===== src/rtl/bus_change_monitor_pkg.sv =====
// Shared types and constants for the bus change monitor.
package bus_change_monitor_pkg;

  typedef enum logic [1:0] {
    IDLE,
    PRIME,
    RUN
  } state_t;

  localparam logic KIND_INIT   = 1'b0;
  localparam logic KIND_CHANGE = 1'b1;

  localparam int unsigned DEF_WIDTH = 4;
  localparam int unsigned DEF_TSW   = 16;

  // Record at the default widths; the top re-declares it at its own widths.
  typedef struct packed {
    logic                 kind;
    logic [DEF_TSW-1:0]   stamp;
    logic [DEF_WIDTH-1:0] prev;
    logic [DEF_WIDTH-1:0] value;
  } rec_t;

endpackage


===== src/rtl/bus_change_monitor_rec_fifo.sv =====
// Record FIFO with a registered output slot. The presented record counts
// toward DEPTH, so the total occupancy (stored + presented) never exceeds DEPTH.
// A record written into an empty FIFO is presented one edge after the write.
module rec_fifo #(
  parameter int unsigned DEPTH = 8,
  parameter type item_t = bus_change_monitor_pkg::rec_t
) (
  input  logic  clk,
  input  logic  rst,
  input  logic  push,
  input  item_t push_data,
  input  logic  pop_ready,
  output logic  out_valid,
  output item_t out_data,
  output logic  full,
  output logic  empty
);

  localparam int unsigned AW = $clog2(DEPTH);

  item_t         mem [DEPTH];
  logic [AW-1:0] wr_ptr;
  logic [AW-1:0] rd_ptr;
  logic [AW:0]   mem_count;
  logic [AW:0]   total;
  logic          pop;
  logic          load;
  logic          push_ok;

  // Occupancy flags and per-edge handshake decisions.
  always_comb begin
    total   = mem_count + (AW+1)'(out_valid);
    full    = (total == (AW+1)'(DEPTH));
    empty   = (total == '0);
    pop     = out_valid && pop_ready;
    // Refill the output slot from storage only with entries already stored
    // before this edge; that is what gives the one-cycle presentation delay.
    load    = (mem_count != '0) && (!out_valid || pop);
    push_ok = push && (!full || pop);
  end

  // Storage array write port.
  always_ff @(posedge clk) begin
    if (push_ok) mem[wr_ptr] <= push_data;
  end

  // Pointers, stored-entry count and the registered output slot.
  always_ff @(posedge clk or posedge rst) begin
    if (rst) begin
      wr_ptr    <= '0;
      rd_ptr    <= '0;
      mem_count <= '0;
      out_valid <= 1'b0;
      out_data  <= '0;
    end else begin
      if (push_ok) wr_ptr <= wr_ptr + AW'(1);
      if (load) begin
        rd_ptr    <= rd_ptr + AW'(1);
        out_data  <= mem[rd_ptr];
        out_valid <= 1'b1;
      end else if (pop) begin
        out_valid <= 1'b0;
      end
      case ({push_ok, load})
        2'b10:   mem_count <= mem_count + (AW+1)'(1);
        2'b01:   mem_count <= mem_count - (AW+1)'(1);
        default: mem_count <= mem_count;
      endcase
    end
  end

endmodule


===== src/rtl/bus_change_monitor.sv =====
// Watches a bus and queues timestamped records: one initial snapshot when
// monitoring starts, then one record per value change. Records that do not
// fit in the FIFO are dropped and counted.
module bus_change_monitor
  import bus_change_monitor_pkg::*;
#(
  parameter int unsigned WIDTH = 4,
  parameter int unsigned DEPTH = 8,
  parameter int unsigned TSW   = 16
) (
  input  logic             clk,
  input  logic             rst,
  input  logic             enable,
  input  logic [WIDTH-1:0] watch,
  output logic             rec_valid,
  input  logic             rec_ready,
  output logic             rec_kind,
  output logic [TSW-1:0]   rec_time,
  output logic [WIDTH-1:0] rec_prev,
  output logic [WIDTH-1:0] rec_value,
  output logic             overflow,
  output logic [7:0]       drop_count
);

  typedef struct packed {
    logic             kind;
    logic [TSW-1:0]   stamp;
    logic [WIDTH-1:0] prev;
    logic [WIDTH-1:0] value;
  } mon_rec_t;

  state_t           state;
  logic [TSW-1:0]   ts;
  logic [WIDTH-1:0] last;
  logic             push;
  logic             full;
  logic             empty;
  logic             drop;
  mon_rec_t         push_rec;
  mon_rec_t         head;

  // Decide whether this edge produces a record and build it.
  always_comb begin
    push     = 1'b0;
    push_rec = '0;
    if (enable) begin
      case (state)
        PRIME: begin
          push           = 1'b1;
          push_rec.kind  = KIND_INIT;
          push_rec.stamp = ts;
          push_rec.prev  = watch;
          push_rec.value = watch;
        end
        RUN: begin
          if (watch != last) begin
            push           = 1'b1;
            push_rec.kind  = KIND_CHANGE;
            push_rec.stamp = ts;
            push_rec.prev  = last;
            push_rec.value = watch;
          end
        end
        default: push = 1'b0;
      endcase
    end
  end

  // A full FIFO always has its output slot occupied, so a pop this edge is
  // simply rec_ready while not empty.
  assign drop = push && full && !(rec_ready && !empty);

  // Monitor FSM, timestamp, last-value register and loss accounting.
  always_ff @(posedge clk or posedge rst) begin
    if (rst) begin
      state      <= IDLE;
      ts         <= '0;
      last       <= '0;
      overflow   <= 1'b0;
      drop_count <= '0;
    end else begin
      ts <= ts + TSW'(1);
      if (!enable) begin
        state <= IDLE;
      end else begin
        case (state)
          IDLE:    state <= PRIME;
          PRIME:   state <= RUN;
          default: state <= RUN;
        endcase
      end
      if (push) last <= watch;
      if (drop) begin
        overflow <= 1'b1;
        if (drop_count != 8'hFF) drop_count <= drop_count + 8'd1;
      end
    end
  end

  rec_fifo #(
    .DEPTH  (DEPTH),
    .item_t (mon_rec_t)
  ) u_fifo (
    .clk       (clk),
    .rst       (rst),
    .push      (push),
    .push_data (push_rec),
    .pop_ready (rec_ready),
    .out_valid (rec_valid),
    .out_data  (head),
    .full      (full),
    .empty     (empty)
  );

  assign rec_kind  = head.kind;
  assign rec_time  = head.stamp;
  assign rec_prev  = head.prev;
  assign rec_value = head.value;

endmodule


===== config.mk =====
export PLATFORM = sky130hd
export DESIGN_NAME = bus_change_monitor
export DESIGN_NICKNAME = d
export VERILOG_FILES = /design/src/rtl/bus_change_monitor_pkg.sv /design/src/rtl/bus_change_monitor_rec_fifo.sv /design/src/rtl/bus_change_monitor.sv
export SDC_FILE = /design/constraint.sdc
export NUM_CORES = 1
export LEC_CHECK = 0
export CAP_MARGIN = 10
export CORE_AREA = 2 2 143 145
export DETAILED_ROUTE_END_ITERATION = 8
export DIE_AREA = 0 0 145 147
export GPL_TIMING_DRIVEN = 0
export PLACE_DENSITY_LB_ADDON = 0.08
export SLEW_MARGIN = 20
export SYNTH_ARGS = -nofsm -noshare
export SYNTH_HDL_FRONTEND = slang
export SYNTH_SLANG_ARGS = --single-unit

===== constraint.sdc =====
create_clock -name clk -period 5 [get_ports clk]
set_input_delay 0.5 -clock clk [delete_from_list [all_inputs] [get_ports clk]]
set_output_delay 0.5 -clock clk [all_outputs]
set_load 0.005 [all_outputs]

# Yosys cells after proc, flatten, opt, wreduce, memory -nomap -nowiden
# Memories as Yosys holds them, arrays and structs flattened. A register that Yosys moved wholly into a read port is not among the register bits.
# Index checks and enable logic that the tools add are counted.
dict set report totals {
  reg_bits 42
  latch_bits 0
  ramBits 200
  rom_bits 0
  in_bits 8
  output_inout_bits 35
  memories 1
}
# name words width read_ports rd_clocked_by_memory_dff write_ports line_no
set mem_list {}
lappend mem_list {u_fifo.mem 8 25 1 1 1 bus_change_monitor_rec_fifo.sv:21} ;# item_t mem [DEPTH];
dict set report op_classes {
  add_sub_neg 7
  mul 0
  div_mod_pow 0
  magnitude_cmp 0
  n_eq_ne 7
  n_shift 0
  mux 13
  bitwise 0
  reduce_logical 18
}
# op count
set op_table {}
lappend op_table {{$mux 25} 2}
lappend op_table {{$pmux 25 s2} 1}
lappend op_table {{$add 16x1->16 const B} 1}
lappend op_table {{$add 8x1->8 const B} 1}
lappend op_table {{$ne 8x8->1 const B} 1}
lappend op_table {{$pmux 4 s2} 1}
lappend op_table {{$add 3x1->3 const B} 2}
lappend op_table {{$logic_and 1x1->1} 6}
lappend op_table {{$mux 1} 6}
lappend op_table {{$add 4x1->4} 1}
lappend op_table {{$add 4x1->4 const B} 1}
lappend op_table {{$eq 2x1->1 const B} 2}
lappend op_table {{$eq 2x2->1 const B} 2}
lappend op_table {{$eq 4x4->1 const B} 1}
lappend op_table {{$logic_not 1->1} 4}
lappend op_table {{$logic_not 4->1} 1}
lappend op_table {{$mux 2} 2}
lappend op_table {{$ne 4x4->1} 1}
lappend op_table {{$reduce_bool 2->1} 2}
lappend op_table {{$reduce_bool 4->1} 1}
lappend op_table {{$sub 4x1->4 const B} 1}
lappend op_table {{$logic_not 2->1} 1}
lappend op_table {{$logic_or 1x1->1} 2}
lappend op_table {{$pmux 1 s2} 1}
lappend op_table {{$reduce_and 2->1} 1}

# Depth between registers and ports, before layout
# Gate-level depths: netlist of run 1.
dict set report depth {
  ltp_word 7
  mapped_depth 13
  depth_no_buf 13
}

# Modules after synthesis
# A second synthesis of run 1 with hierarchy kept.
dict set report unflattened {
  cells_unflattened 608
  area_unflattened_um2 10817.9
}
# module instances cells_per_inst area_each_um2 seq_area_each_um2
set modules_own_cells {}
lappend modules_own_cells {rec_fifo 1 460 9211.3 6906.6}
lappend modules_own_cells {bus_change_monitor 1 148 1606.5 775.7}

# Worst setup path before layout of run 1
# OpenSTA, ideal clock, no wires.
dict set report synth_path {
  path_kind {flip-flop to flip-flop}
  from {register u_fifo.mem_count[0]}
  to {memory u_fifo.mem[1][0] (netlist name) (enable)}
  setup_ps 438
  arrival_time_ps 3136
  required_ps 4562
  path_slack_ps 1425
  stages_incl_launch_ff 8
  synth_period_minus_slack_ps 3575
  path_cell_list {dfrtp_1 -> ha_1 -> ha_1 -> xor2_1 -> nor3_2 -> o211ai_1 -> nand3_1 -> nor3_1}
}
dict set report synth_between {
  elab_chain_cells 7
}
# item line_no
set synth_rtl {}
lappend synth_rtl {{from (decl)} bus_change_monitor_rec_fifo.sv:24} ;# logic [AW:0] mem_count;
lappend synth_rtl {{from (signal assigned)} bus_change_monitor_rec_fifo.sv:65} ;# 2'b10: mem_count <= mem_count + (AW+1)'(1);
lappend synth_rtl {{from (signal assigned)} bus_change_monitor_rec_fifo.sv:66} ;# 2'b01: mem_count <= mem_count - (AW+1)'(1);
lappend synth_rtl {{from (signal assigned)} bus_change_monitor_rec_fifo.sv:67} ;# default: mem_count <= mem_count;
lappend synth_rtl {{$add 4x1->4} bus_change_monitor_rec_fifo.sv:32} ;# total = mem_count + (AW+1)'(out_valid);
lappend synth_rtl {{$eq 4x4->1} bus_change_monitor_rec_fifo.sv:33} ;# full = (total == (AW+1)'(DEPTH));
lappend synth_rtl {{$logic_not 1->1} bus_change_monitor_rec_fifo.sv:39} ;# push_ok = push && (!full || pop);
lappend synth_rtl {{$logic_or 1x1->1} bus_change_monitor_rec_fifo.sv:39}
lappend synth_rtl {{$logic_and 1x1->1} bus_change_monitor_rec_fifo.sv:39}
lappend synth_rtl {{$mux 1} bus_change_monitor_rec_fifo.sv:44} ;# if (push_ok) mem[wr_ptr] <= push_data;
lappend synth_rtl {{$mux 1 (not written as such)} bus_change_monitor_rec_fifo.sv:44}
lappend synth_rtl {{to (decl)} bus_change_monitor_rec_fifo.sv:21}
# No other way between the ends.

# Final worst setup path of run 1
dict set report layout_path {
  from {register u_fifo.mem_count[1]}
  to {register u_fifo.mem_count[2]}
}
dict set report layout_between {
  elab_cells_between_ends 13
  classes_between {add/sub (3); eq/ne (3); mux (1); reduce/logical (6)}
}
# item line_no
set layout_rtl {}
lappend layout_rtl {{$reduce_bool 4->1 (*)} bus_change_monitor_rec_fifo.sv:38} ;# load = (mem_count != '0) && (!out_valid || pop);
lappend layout_rtl {{$logic_and 1x1->1 (*)} bus_change_monitor_rec_fifo.sv:38}
lappend layout_rtl {{net u_fifo.load} bus_change_monitor_rec_fifo.sv:27} ;# logic load;
lappend layout_rtl {{$eq 2x1->1 / $eq 2x2->1 (equally long branches)} bus_change_monitor_rec_fifo.sv:64} ;# case ({push_ok, load})
lappend layout_rtl {{$pmux 4 s2 / $reduce_bool 2->1 (equally long branches)} --}
# The timed path passes the listed nets; every way through them passes the cells marked *.
# A chain may end at the register's enable or synchronous reset.

==> impl_metrics.ini, run 1 <==
[run_status]
status = completed

[cts]
hold_buffers = 0
cts.sinks = 267
cts.root.buffer_cell = clkbuf_16
clk_pin_slew_ps = 70
cts_resized = 0
cts_buffers = 27
cts_buffer_depth = 3
clkLatencyLatePin_ps = 520
post-cts-setup-buffer-count = 0
cts_max_level = 1
cts_tree = done

[die]
initial_core_util_pct = 53.6
io_pins = 43
fp.dieArea_sq_um = 21300
core-area_sq_um = 19800
die_w_um = 145
dieHeight_um = 147
rows = 52

[pwr]
total_power_mw = 6.25
power.density_nw_per_um2 = 500
max-vdd-ir-drop_mv = 0.265
leakagePower_nw = 4.29

[setup_path]
critPathArrivalTime_ps = 3680
required_ps = 5400
path_max_fanout = 11
timing.rr.start = u_fifo.mem_count[1]
cp-end-kind = flip-flop
cp-start-kind = flip-flop
r2r_end = u_fifo.mem_count[2]
rrSetupSlack_ps = 1730
crit_type = flip-flop to flip-flop
rr_worst_depth = 11

[grt]
grt_pass1_vias = 5797
grt-ovfl-total = 0
grt_antenna_before_repair = 0
grt_max_degree = 38
grt_pass1_wl_um = 33700
grt_usage_pct = 20.8

[route]
ant_nets = 0
drc = 0
dr.pass1.iters = 4
routed_wl_um = 21400
drt-initial-drc-count = 373
wire_per_inst_um = 22.2
vias_per_cell = 5.70
num_vias = 5492

[synthesis]
syn_area_per_cell_sq_um = 18.0
ys_ff_latch = 267
synth_nets = 611
async_flop_share_pct = 25.1
syn_inst = 591
syn_area_sq_um = 10600
ys_types = 49
ys_warn_count = 0
synthFlopType = edfxtp_1
yosysSeqAreaShare_pct = 72.3
synth_enable_flop_cells = 200

[cells_and_area]
synthToLayoutAreaGrowth_pct = 17.5
final_util_pct = 62.9
stdcell_count = 964
drive_gt1_share_pct = 19.5
nNetsFinal = 695
num_antenna_cells = 0
layout_common_cells = edfxtp_1, dfrtp_1, mux4_2, clkdlybuf4s50_1, nor2_1
final_area_sq_um = 12500
final_common_cell = edfxtp_1

[place]
port-buffer-count = 42
place_inst = 916
post_dp_cell_area_sq_um = 11700
dpl.hpwl_um = 13700
gp_congestion = 0.741

[sta]
timing.final.crit_share_pct = 65.5
clock.fmax_mhz = 305
hold_viol = 0
tightest_slew_ps = 1010
setup_viol = 0
relSlewSlack_pct = 32.5
rsz0062_at_grt = no
period_needed_ps = 3270
final_max_slew_viol_count = 0
finalClockSkew_ps = 11.6

[job]
drv_cap = 0

[min_path]
hold_class = primary input to async pin
==> state kept, by name, indices dropped and copies added, names as in the netlist <==
| signal | count |
|---|---|
| u_fifo.mem_count | 4 |
| ts | 16 |
| u_fifo.mem | 200 |
| u_fifo.wr_ptr | 3 |
| last | 4 |
| drop_count | 8 |
| state | 2 |
| u_fifo.out_valid | 1 |
| overflow | 1 |
| u_fifo.out_data | 25 |
| u_fifo.rd_ptr | 3 |
==> critical path: stages (launching register included) <==
cell and delay (ps):
dfrtp_1 350, clkbuf_2 190, nor4_1 90, a21oi_1 680, clkbuf_1 630, ha_1 410, xor2_1 110, ha_1 190
a21oi_1 140, xor2_1 160, nor2_1 60, xor2_1 140
==> worst max-delay path by stage <==
| stage | start | end | slack, ps | cells past startpoint |
|---|---|---|---|---|
| floorplan | u_fifo.mem_count[0] | u_fifo.mem[1][0] | 1430 | 7 |
| global placement | watch[1] | u_fifo.mem[0][17] | -970 | 7 |
| detailed placement | rec_ready | u_fifo.mem_count[2] | 1250 | 11 |
| CTS | u_fifo.mem_count[1] | u_fifo.mem_count[2] | 1690 | 11 |
| global route | u_fifo.mem_count[1] | u_fifo.mem_count[2] | 1430 | 11 |
| finish | u_fifo.mem_count[1] | u_fifo.mem_count[2] | 1730 | 11 |
==> metrics by stage <==
step	worst slack (ps)	setup TNS, ps	hold WS (ps)
finish	1730	0	347
detailed placement	1250	0	452
global placement	-972	-48440	447
floorplan	1430	0	436
CTS	1690	0	352
global route	1430	0	384
==> per-layer routing <==
layer	track usage, %	vias up	share of wire (%)
met2	35.5	122	50
met3	2.58	38	3.6
li1	-	2449	-
met5	0	-	0
met4	5.20	0	2.1
met1	29.2	2883	44
==> logic make-up (layout without fill, tap and decap cells) <==
group	after synthesis	after routing	share of synthesized area (%)
xor gates and xnor gates	33	33	2.72
muxes	84	84	13.9
and+or+nand+nor	117	117	5.56
DFF	267	267	72.3
buffers and inverters	35	138	1.39
AOI/OAI and AO/OA	43	43	2.70
adders and majority gates	12	12	1.41
==> power breakdown <==
part,total [mW],switching (mW),internal (mW)
Clock,1.86,0.811,1.05
Sequential,2.73,0.133,2.59
Combinational,1.66,0.828,0.832
==> cell usage after synthesis, types with 5 or more instances <==
| master | count | area, sq um |
|---|---|---|
| ha_1 | 12 | 150 |
| nor2_1 | 45 | 169 |
| mux2_2 | 7 | 78.8 |
| xnor2_1 | 14 | 123 |
| mux2i_1 | 25 | 250 |
| nand3_1 | 12 | 60.1 |
| clkbuf_1 | 17 | 63.8 |
| xor2_1 | 19 | 166 |
| nand2_1 | 11 | 41.3 |
| inv_1 | 9 | 33.8 |
| a21oi_1 | 27 | 135 |
| dfrtp_1 | 67 | 1680 |
| a22oi_1 | 5 | 37.5 |
| edfxtp_1 | 200 | 6010 |
| and2_1 | 21 | 131 |
| buf_2 | 6 | 30.0 |
| mux4_2 | 50 | 1130 |
==> layout make-up <==
type,instances,area (sq um)
Clock buffer,31,701
Sequential cell,267,7680
Buffer,26,114
Timing Repair Buffer,55,651
Inverter,9,36.3
Clock inverter,17,111
Multi-Input combinational cell,289,2850
Tap cell,270,338
Fill cell,1418,7360
No activity file was read; power rests on OpenSTA's default activity.
==> run 2: changes to the inputs <==
--- a/config.mk
+++ b/config.mk
@@ -6,9 +6,9 @@
 export NUM_CORES = 1
 export LEC_CHECK = 0
 export CAP_MARGIN = 10
-export CORE_AREA = 2 2 143 145
+export CORE_AREA = 2 2 144 146
 export DETAILED_ROUTE_END_ITERATION = 8
-export DIE_AREA = 0 0 145 147
+export DIE_AREA = 0 0 146 148
 export GPL_TIMING_DRIVEN = 0
 export PLACE_DENSITY_LB_ADDON = 0.08
 export SLEW_MARGIN = 20
==> constraint.sdc (replaced) <==
create_clock -name clk -period 2.86 [get_ports clk]
set_input_delay 0.286 -clock clk [delete_from_list [all_inputs] [get_ports clk]]
set_output_delay 0.286 -clock clk [all_outputs]
set_load 0.005 [all_outputs]
==> run 2 against run 1 <==
Compared with the run above: flip-flop and latch count unchanged; count of clock-buffer cells in the layout increased by 4; global-route usage about the same; utilization increased by 1.4 points; die area increased by 1.4%; critical path type unchanged; highest routed layer unchanged.
==> impl_metrics.ini, run 2 (same netlist as run 1, synthesis figures left out) <==
[cts]
cts_buffers = 27
cts.sinks = 267
cts.root.buffer_cell = clkbuf_16
hold_buffers = 0
cts_buffer_depth = 3
cts_tree = done
clk_pin_slew_ps = 60
cts_max_level = 1
clkLatencyLatePin_ps = 520

[route]
num_vias = 5586
routed_wl_um = 21900
drt-initial-drc-count = 280
ant_nets = 0
wire_per_inst_um = 22.4
dr.pass1.iters = 5
vias_per_cell = 5.70
drc = 0

[setup_path]
required_ps = 3270
r2r_end = u_fifo.mem_count[2]
crit_buf_inv = 0
crit_type = flip-flop to flip-flop
cp_top_family = adder cells
rrSetupSlack_ps = 140
critPathArrivalTime_ps = 3130
cp-start-kind = flip-flop
max_stage_delay_ps = 430
crit_chain = ha_1 > ha_1 > xor2_1 > nor3_2 > o211ai_1 > nand2_2 > ha_4 > xor2_2 > ha_1 > a21oi_1 > xor2_1 > nor2_1 > xor2_1
cp-end-kind = flip-flop
path_max_fanout = 4
slowest_stage = dfrtp_2
timing.rr.start = u_fifo.mem_count[0]
rr_worst_depth = 13

[place]
place_ws_ps = -724
port-buffer-count = 42
dpl.hpwl_um = 13700
gp_congestion = 0.736
post_dp_cell_area_sq_um = 11700

[pwr]
max-vdd-ir-drop_mv = 0.473
leakagePower_nw = 4.46
total_power_mw = 11.5
power.density_nw_per_um2 = 892

[cells_and_area]
final_util_pct = 64.3
synthToLayoutAreaGrowth_pct = 21.2
top_register = u_fifo.mem
layout_common_cells = edfxtp_1, dfrtp_1, mux4_2, clkdlybuf4s50_1, nor2_1
nNetsFinal = 710
reg_top3 = u_fifo.mem: 200 flops, u_fifo.out_data: 25 flops, ts: 16 flops
final_common_cell = edfxtp_1
largest_reg_flops = 200
final_area_sq_um = 12900
drive_gt1_share_pct = 22.0
num_antenna_cells = 0

[sta]
hold_viol = 0
clock.fmax_mhz = 368
finalClockSkew_ps = 12.3
period_needed_ps = 2720
tightest_slew_ps = 1020
relSlewSlack_pct = 32.0
setup_slack_ps = 139
setup_viol = 0
timing.final.crit_share_pct = 95.1
setup_tns_ps = 0
final_max_slew_viol_count = 0

[die]
core-area_sq_um = 20000
die_w_um = 146
initial_core_util_pct = 53.0
fp.dieArea_sq_um = 21600
dieHeight_um = 148
rows = 52
io_pins = 43

[grt]
grtUsageMet1_pct = 29.5
grt_pass1_wl_um = 34000
met2_usage_pct = 35.3
grt_antenna_before_repair = 0
grt_pass1_vias = 5917
grt_max_degree = 35
busiest_layer = met2
grt-ovfl-total = 0
grt_usage_pct = 20.9
use_met3_pct = 2.65

[run_status]
status = completed

[min_path]
hold_class = primary input to async pin

[job]
drv_cap = 0
## run 2: changes by cell type in the layout (fill, tap and decap cells not counted), moves of 3 or more
cell | previous run | this run
clkbuf_1 | 20 | 23
bufinv_16 | 1 | 6
clkinv_1 | 7 | 4
buf_12 | 1 | 9
buf_4 | 6 | 11
clkinv_2 | 5 | 2
## run 2: final cells by class
cell class,count,area (sq um)
inverter,9,36.3
buffer,25,110
fill,1440,7160
sequential,267,7680
tap,270,338
timing repair buffer,71,873
clock buffer,35,716
clock inverter,14,220
multi-input combinational,289,2900
## run 2: layer usage
layer / up-vias / wire length, um
met4: 0 / 408
met1: 2931 / 9610
met3: 33 / 864
met2: 145 / 11000
li1: 2477 / -
met5: - / 0
## run 2: repair_timing
item / 4_1_cts / 5_1_grt
setup buffers: 9 / 9
setup endpoints to repair: 102 / 36
resized for setup: 3 / 5
pin swaps: 7 / 6
## run 2: worst register-to-register path, cell delays in order, from the launching register on
cell and delay [ps]:
dfrtp_2 430, ha_1 220, ha_1 200, xor2_1 150, nor3_2 220, o211ai_1 220, nand2_2 190, ha_4 180
xor2_2 70, ha_1 190, a21oi_1 140, xor2_1 180, nor2_1 80, xor2_1 140
## run 2: how the worst max path moves through the flow
| stage | from | endpoint | cells after the start |
|---|---|---|---|
| final | u_fifo.mem_count[0] | u_fifo.mem_count[2] | 13 |
| after global routing | u_fifo.mem_count[0] | u_fifo.mem_count[2] | 13 |
| after CTS | u_fifo.mem_count[0] | u_fifo.mem_count[2] | 13 |
| after detailed placement | rec_ready | u_fifo.mem_count[2] | 11 |
| after global placement | watch[0] | u_fifo.mem[6][21] | 7 |
| after floorplan | u_fifo.mem_count[0] | u_fifo.mem[7][0] | 7 |
## run 2: metrics by stage
step	hold WS [ps]	instances
2_1_floorplan	393	591
3_3_place_gp	456	903
3_5_place_dp	451	914
4_1_cts	145	972
5_1_grt	190	980
6_report	139	980
## run 2: report_power, final
group          switching [mW]  internal, mW  leakage (nW)
clock                    1.41          2.30         0.447
sequential              0.240          4.54          2.54
combinational            1.48          1.52          1.47
total                    3.13          8.36          4.46
==> variant 1 (settings of run 2) <==
Reset style: synchronous (`rst`), changed in 2 clocked blocks.
--- a/src/rtl/bus_change_monitor_rec_fifo.sv
+++ b/src/rtl/bus_change_monitor_rec_fifo.sv
@@ -45,7 +45,7 @@
   end
 
   // Pointers, stored-entry count and the registered output slot.
-  always_ff @(posedge clk or posedge rst) begin
+  always_ff @(posedge clk) begin
     if (rst) begin
       wr_ptr    <= '0;
       rd_ptr    <= '0;
--- a/src/rtl/bus_change_monitor.sv
+++ b/src/rtl/bus_change_monitor.sv
@@ -71,7 +71,7 @@
   assign drop = push && full && !(rec_ready && !empty);
 
   // Monitor FSM, timestamp, last-value register and loss accounting.
-  always_ff @(posedge clk or posedge rst) begin
+  always_ff @(posedge clk) begin
     if (rst) begin
       state      <= IDLE;
       ts         <= '0;
Check against the original RTL: differs if rst is asserted again (counterexample within 4 cycles, from zero or initial values and one cycle with rst high); with rst held inactive, the same outputs for 4 cycles.
==> variant 1 against run 2 <==
  * The flow now finishes with violations (setup timing)
  * Wire length is 5.1% higher
  * Largest power group unchanged
  * Sequential power decreased by 7.3%
  * Global-route usage up 0.99 points
  * Worst setup slack worse by 0.15 ns
  * Critical endpoint is now u_fifo.mem_count[2]
  * Sequential cell count did not move
  * Cell area rose by 0.84%
  * Combinational power is 26% lower
  * Total power down 12%
  * Area after synthesis is 0.46% higher
  * Worst hold slack improved by 0.083 ns
==> variant 1: results (changes against run 2) <==
{| class="wikitable"
! Metric !! Value
|-
| Peak VDD IR || 0.408 mV (was 0.473 mV)
|-
| Largest fanout of any net on the critical path || 6 (was 4)
|-
| Path type of the worst min-delay path || in -> reg (was in -> async)
|-
| Final setup fails || 1 (was 0)
|-
| Final worst setup slack || -0.00868 ns (was 0.139 ns)
|-
| Status || finished with violations (was completed)
|-
| Async set-or-reset flop fraction in the synthesized netlist || 0% (was 25.1%)
|-
| Violations in the final reports || setup timing
|-
| Wire length of the first global-routing pass || 35900 µm (was 34000 µm)
|-
| Biggest area contributors in the synthesized netlist || sky130_fd_sc_hd__edfxtp_1 (56%), sky130_fd_sc_hd__dfxtp_1 (13%), sky130_fd_sc_hd__mux4_2 (11%) (was sky130_fd_sc_hd__edfxtp_1 (57%), sky130_fd_sc_hd__dfrtp_1 (16%), sky130_fd_sc_hd__mux4_2 (11%))
|-
| Total routing resource utilization after global routing || 21.9% (was 20.9%)
|-
| Slowest cell on the critical path || sky130_fd_sc_hd__dfxtp_4 (was sky130_fd_sc_hd__dfrtp_2)
|-
| Top cell family by delay on the critical path || simple AND/OR/NAND/NOR gates (was adder cells)
|-
| Worst Hold Slack || 0.223 ns (was 0.139 ns)
|-
| Transition time at the pin with the least slew margin || 0.991 ns (was 1.02 ns)
|-
| Number of global-route vias before repair || 6270 (was 5917)
|-
| Power consumed by sequential cells || 0.00443 W (was 0.00478 W)
|-
| Worst setup path start || u_fifo.out_valid (was u_fifo.mem_count[0])
|-
| Placed cell area || 11800 µm² (was 11700 µm²)
|-
| Launch instance of the worst register-to-register path || u_fifo.out_valid (was u_fifo.mem_count[0])
|-
| Setup_tns || -0.00868 ns (was 0 ns)
|-
| Unique cell type count in the Yosys netlist || 53 (was 49)
|-
| Setup skew after layout || 0.0148 ns (was 0.0123 ns)
|-
| Final nets || 802 (was 710)
|-
| Post-placement setup slack || -0.535 ns (was -0.724 ns)
|-
| Internal power || 0.00751 W (was 0.00836 W)
|-
| Routability cong. || 0.800 (was 0.736)
|-
| Sequential share of the synthesized area || 68.8% (was 72.3%)
|-
| Reg2Reg Depth || 14 (was 13)
|-
| Leakage dissipation || 4.47 nW (was 4.46 nW)
|-
| Largest net degree at the start of global routing || 15 (was 35)
|-
| Largest stage delay on the critical path || 0.36 ns (was 0.43 ns)
|}
## variant 1: cell count changes in the layout (fill, tap and decap cells not counted), moves of 6 or more
cell / delta
sky130_fd_sc_hd__nand2_1: +13
sky130_fd_sc_hd__a211oi_1: +26
sky130_fd_sc_hd__xnor2_1: -9
sky130_fd_sc_hd__dfrtp_1: -66
sky130_fd_sc_hd__mux2_2: -6
sky130_fd_sc_hd__buf_6: +6
sky130_fd_sc_hd__dfxtp_1: +65
sky130_fd_sc_hd__nor2_4: -6
sky130_fd_sc_hd__nor2_1: +19
sky130_fd_sc_hd__buf_12: -8
sky130_fd_sc_hd__buf_4: +26
sky130_fd_sc_hd__a21oi_1: -14
sky130_fd_sc_hd__buf_2: +6
## variant 1: routing by layer
layer	GRT usage [%]	share of wire (%)	up-vias
met5	0	0	-
met4	5.00	1.6	0
met3	2.99	5.2	27
met2	36.9	50	170
met1	30.8	43	3126
li1	-	-	2814
## variant 1: area by class of cell
| cell class | count | area [µm²] | area share [%] |
|---|---|---|---|
| clock inverters | 16 | 176 | 1.36 |
| flip-flops and latches | 267 | 7350 | 56.6 |
| clock buffers | 33 | 718 | 5.53 |
| plain buffers | 36 | 158 | 1.21 |
| multi-input cells | 347 | 3330 | 25.6 |
| repair buffers | 91 | 863 | 6.65 |
| well taps | 270 | 338 | 2.60 |
| inverters | 12 | 50.0 | 0.385 |
## variant 1: cells by family after synthesis
family / share of synthesized area, %
AO/OA/AOI/OAI: 4.69
XOR/XNOR: 1.80
adder cells (fa/ha/maj): 1.41
buffers and inverters: 1.89
flip-flops: 68.8
multiplexers: 13.6
AND/OR/NAND/NOR: 7.78
## variant 1: timing repair
item | in CTS | in global routing
hold buffers | 0 | 0
endpoints found under the setup margin | 88 | 20
gates resized for setup | 6 | 10
setup buffers | 20 | 12
pin swaps | 5 | 3
==> variant 2 (config.mk and constraints of run 2) <==
Made on the original files. Change the parameter `WIDTH` from 4 to 3.
--- a/src/rtl/bus_change_monitor.sv
+++ b/src/rtl/bus_change_monitor.sv
@@ -4,7 +4,7 @@
 module bus_change_monitor
   import bus_change_monitor_pkg::*;
 #(
-  parameter int unsigned WIDTH = 4,
+  parameter int unsigned WIDTH = 3,
   parameter int unsigned DEPTH = 8,
   parameter int unsigned TSW   = 16
 ) (
Ports: changed (resized rec_prev, rec_value and watch); port bits go from 43 to 40. No check against the original RTL was run, so the function may have changed too.
==> variant 2 against run 2 <==
  * Core utilization is 4.7 points lower
  * Sequential power shrank 7.5%
  * Total power decreased by 10%
  * Area after synthesis shrank 7.1%
  * Cell area down 7.4%
  * Cell count shrank 4.6%
  * Sequential cell count is 19 lower
  * Worst setup slack got worse by 0.014 ns
  * Wire length fell by 9.4%
  * Largest power group unchanged
  * Highest routed layer unchanged
==> variant 2: results (changes against run 2) <==
{| class="wikitable"
! Metric !! Value
|-
| Largest fanout of any net on the critical path || 6 (was 4)
|-
| Worst slew slack as a fraction of its limit || 36.5% (was 32.0%)
|-
| EDFF count, synth || 184 (was 200)
|-
| Met1 track demand over resource in global routing || 27.3% (was 29.5%)
|-
| Layout cell share with drive strength beyond 1 || 22.3% (was 22.0%)
|-
| Met2 Wirelength || 10000 µm (was 11000 µm)
|-
| Worst endpoint data arrival time || 3.17 ns (was 3.13 ns)
|-
| Resized Gates After CTS || 7 (was 3)
|-
| Initial DRC Count || 312 (was 280)
|-
| Total routing resource utilization after global routing || 19.1% (was 20.9%)
|-
| Buffers inserted during post-CTS setup optimization || 8 (was 9)
|-
| Top cell family by delay on the critical path || compound AO/OA/AOI/OAI gates (was adder cells)
|-
| Largest net degree at the start of global routing || 37 (was 35)
|-
| Number of global-route vias before repair || 5372 (was 5917)
|-
| Post-route met1 wirelength || 8680 µm (was 9610 µm)
|-
| Sequential share of the synthesized area || 72.2% (was 72.3%)
|-
| Final nets || 664 (was 710)
|-
| Post-placement setup slack || -0.538 ns (was -0.724 ns)
|-
| Average routed wire per standard cell || 21.2 µm (was 22.4 µm)
|-
| Setup skew after layout || 0.00930 ns (was 0.0123 ns)
|-
| Met2 global-route usage || 32.2% (was 35.3%)
|-
| Number of nets produced by synthesis || 573 (was 611)
|-
| Peak VDD IR || 0.548 mV (was 0.473 mV)
|-
| Status || completed (unchanged)
|-
| Registers with the highest flip-flop counts || u_fifo.mem: 184 flops, u_fifo.out_data: 23 flops, ts: 16 flops (was u_fifo.mem: 200 flops, u_fifo.out_data: 25 flops, ts: 16 flops)
|-
| Synth Area per Inst || 17.8 µm² (was 18.0 µm²)
|-
| Cell count after placement || 874 (was 914)
|-
| Post-synth top cells || sky130_fd_sc_hd__edfxtp_1 (184), sky130_fd_sc_hd__dfrtp_1 (64), sky130_fd_sc_hd__mux4_2 (46), sky130_fd_sc_hd__nor2_1 (41), sky130_fd_sc_hd__a21oi_1 (25) (was sky130_fd_sc_hd__edfxtp_1 (200), sky130_fd_sc_hd__dfrtp_1 (67), sky130_fd_sc_hd__mux4_2 (50), sky130_fd_sc_hd__nor2_1 (45), sky130_fd_sc_hd__a21oi_1 (27))
|}
==> variant 2: cell families after synthesis <==
| kind of cell | count (synthesis) | synth area share (%) |
|---|---|---|
| multiplexers | 79 | 14.0 |
| buffers and inverters | 33 | 1.47 |
| adder cells (fa/ha/maj) | 12 | 1.52 |
| flip-flops | 248 | 72.2 |
| AO/OA/AOI/OAI | 38 | 2.36 |
| AND/OR/NAND/NOR | 112 | 5.64 |
| XOR/XNOR | 32 | 2.84 |
==> variant 2: final timing paths <==
kind,from,endpoint,slack (ns),cells after the start
max in group asynchronous,rst,u_fifo.mem_count[0],2.18,3
worst min register to register,overflow,overflow,0.47,1
worst max register to register,u_fifo.out_valid,u_fifo.mem_count[3],0.13,11
worst min-delay path,rst,u_fifo.out_data[6],0.12,2
worst max-delay path,u_fifo.out_valid,u_fifo.mem_count[3],0.13,11
min in group clk,rec_ready,u_fifo.out_valid,0.40,2
==> variant 2: worst register-to-register path: cells and delay by family, from the launching register on <==
kind / cells / cell delay [ns]
compound gates: 4 / 0.70
xor+xnor: 1 / 0.16
fa+ha+maj: 3 / 0.64
buf+inv: 1 / 0.08
flops: 1 / 0.40
simple gates: 2 / 0.68
==> variant 2: cell type report <==
class / count / area, µm²
Buffer: 23 / 111
Inverter: 10 / 42.5
Tap cell: 270 / 338
Multi-Input combinational cell: 273 / 2720
Sequential cell: 248 / 7130
Clock buffer: 41 / 748
Timing Repair Buffer: 62 / 776
Clock inverter: 8 / 67.6
Fill cell: 1564 / 8110
==> variant 2: metrics by stage <==
stage / power (W) / cell area [µm²]
2_1_floorplan: 0.00617 / 9880
3_3_place_gp: 0.00704 / 10600
3_5_place_dp: 0.00719 / 10900
4_1_cts: 0.0104 / 11900
5_1_grt: 0.0109 / 11900
6_report: 0.0103 / 11900
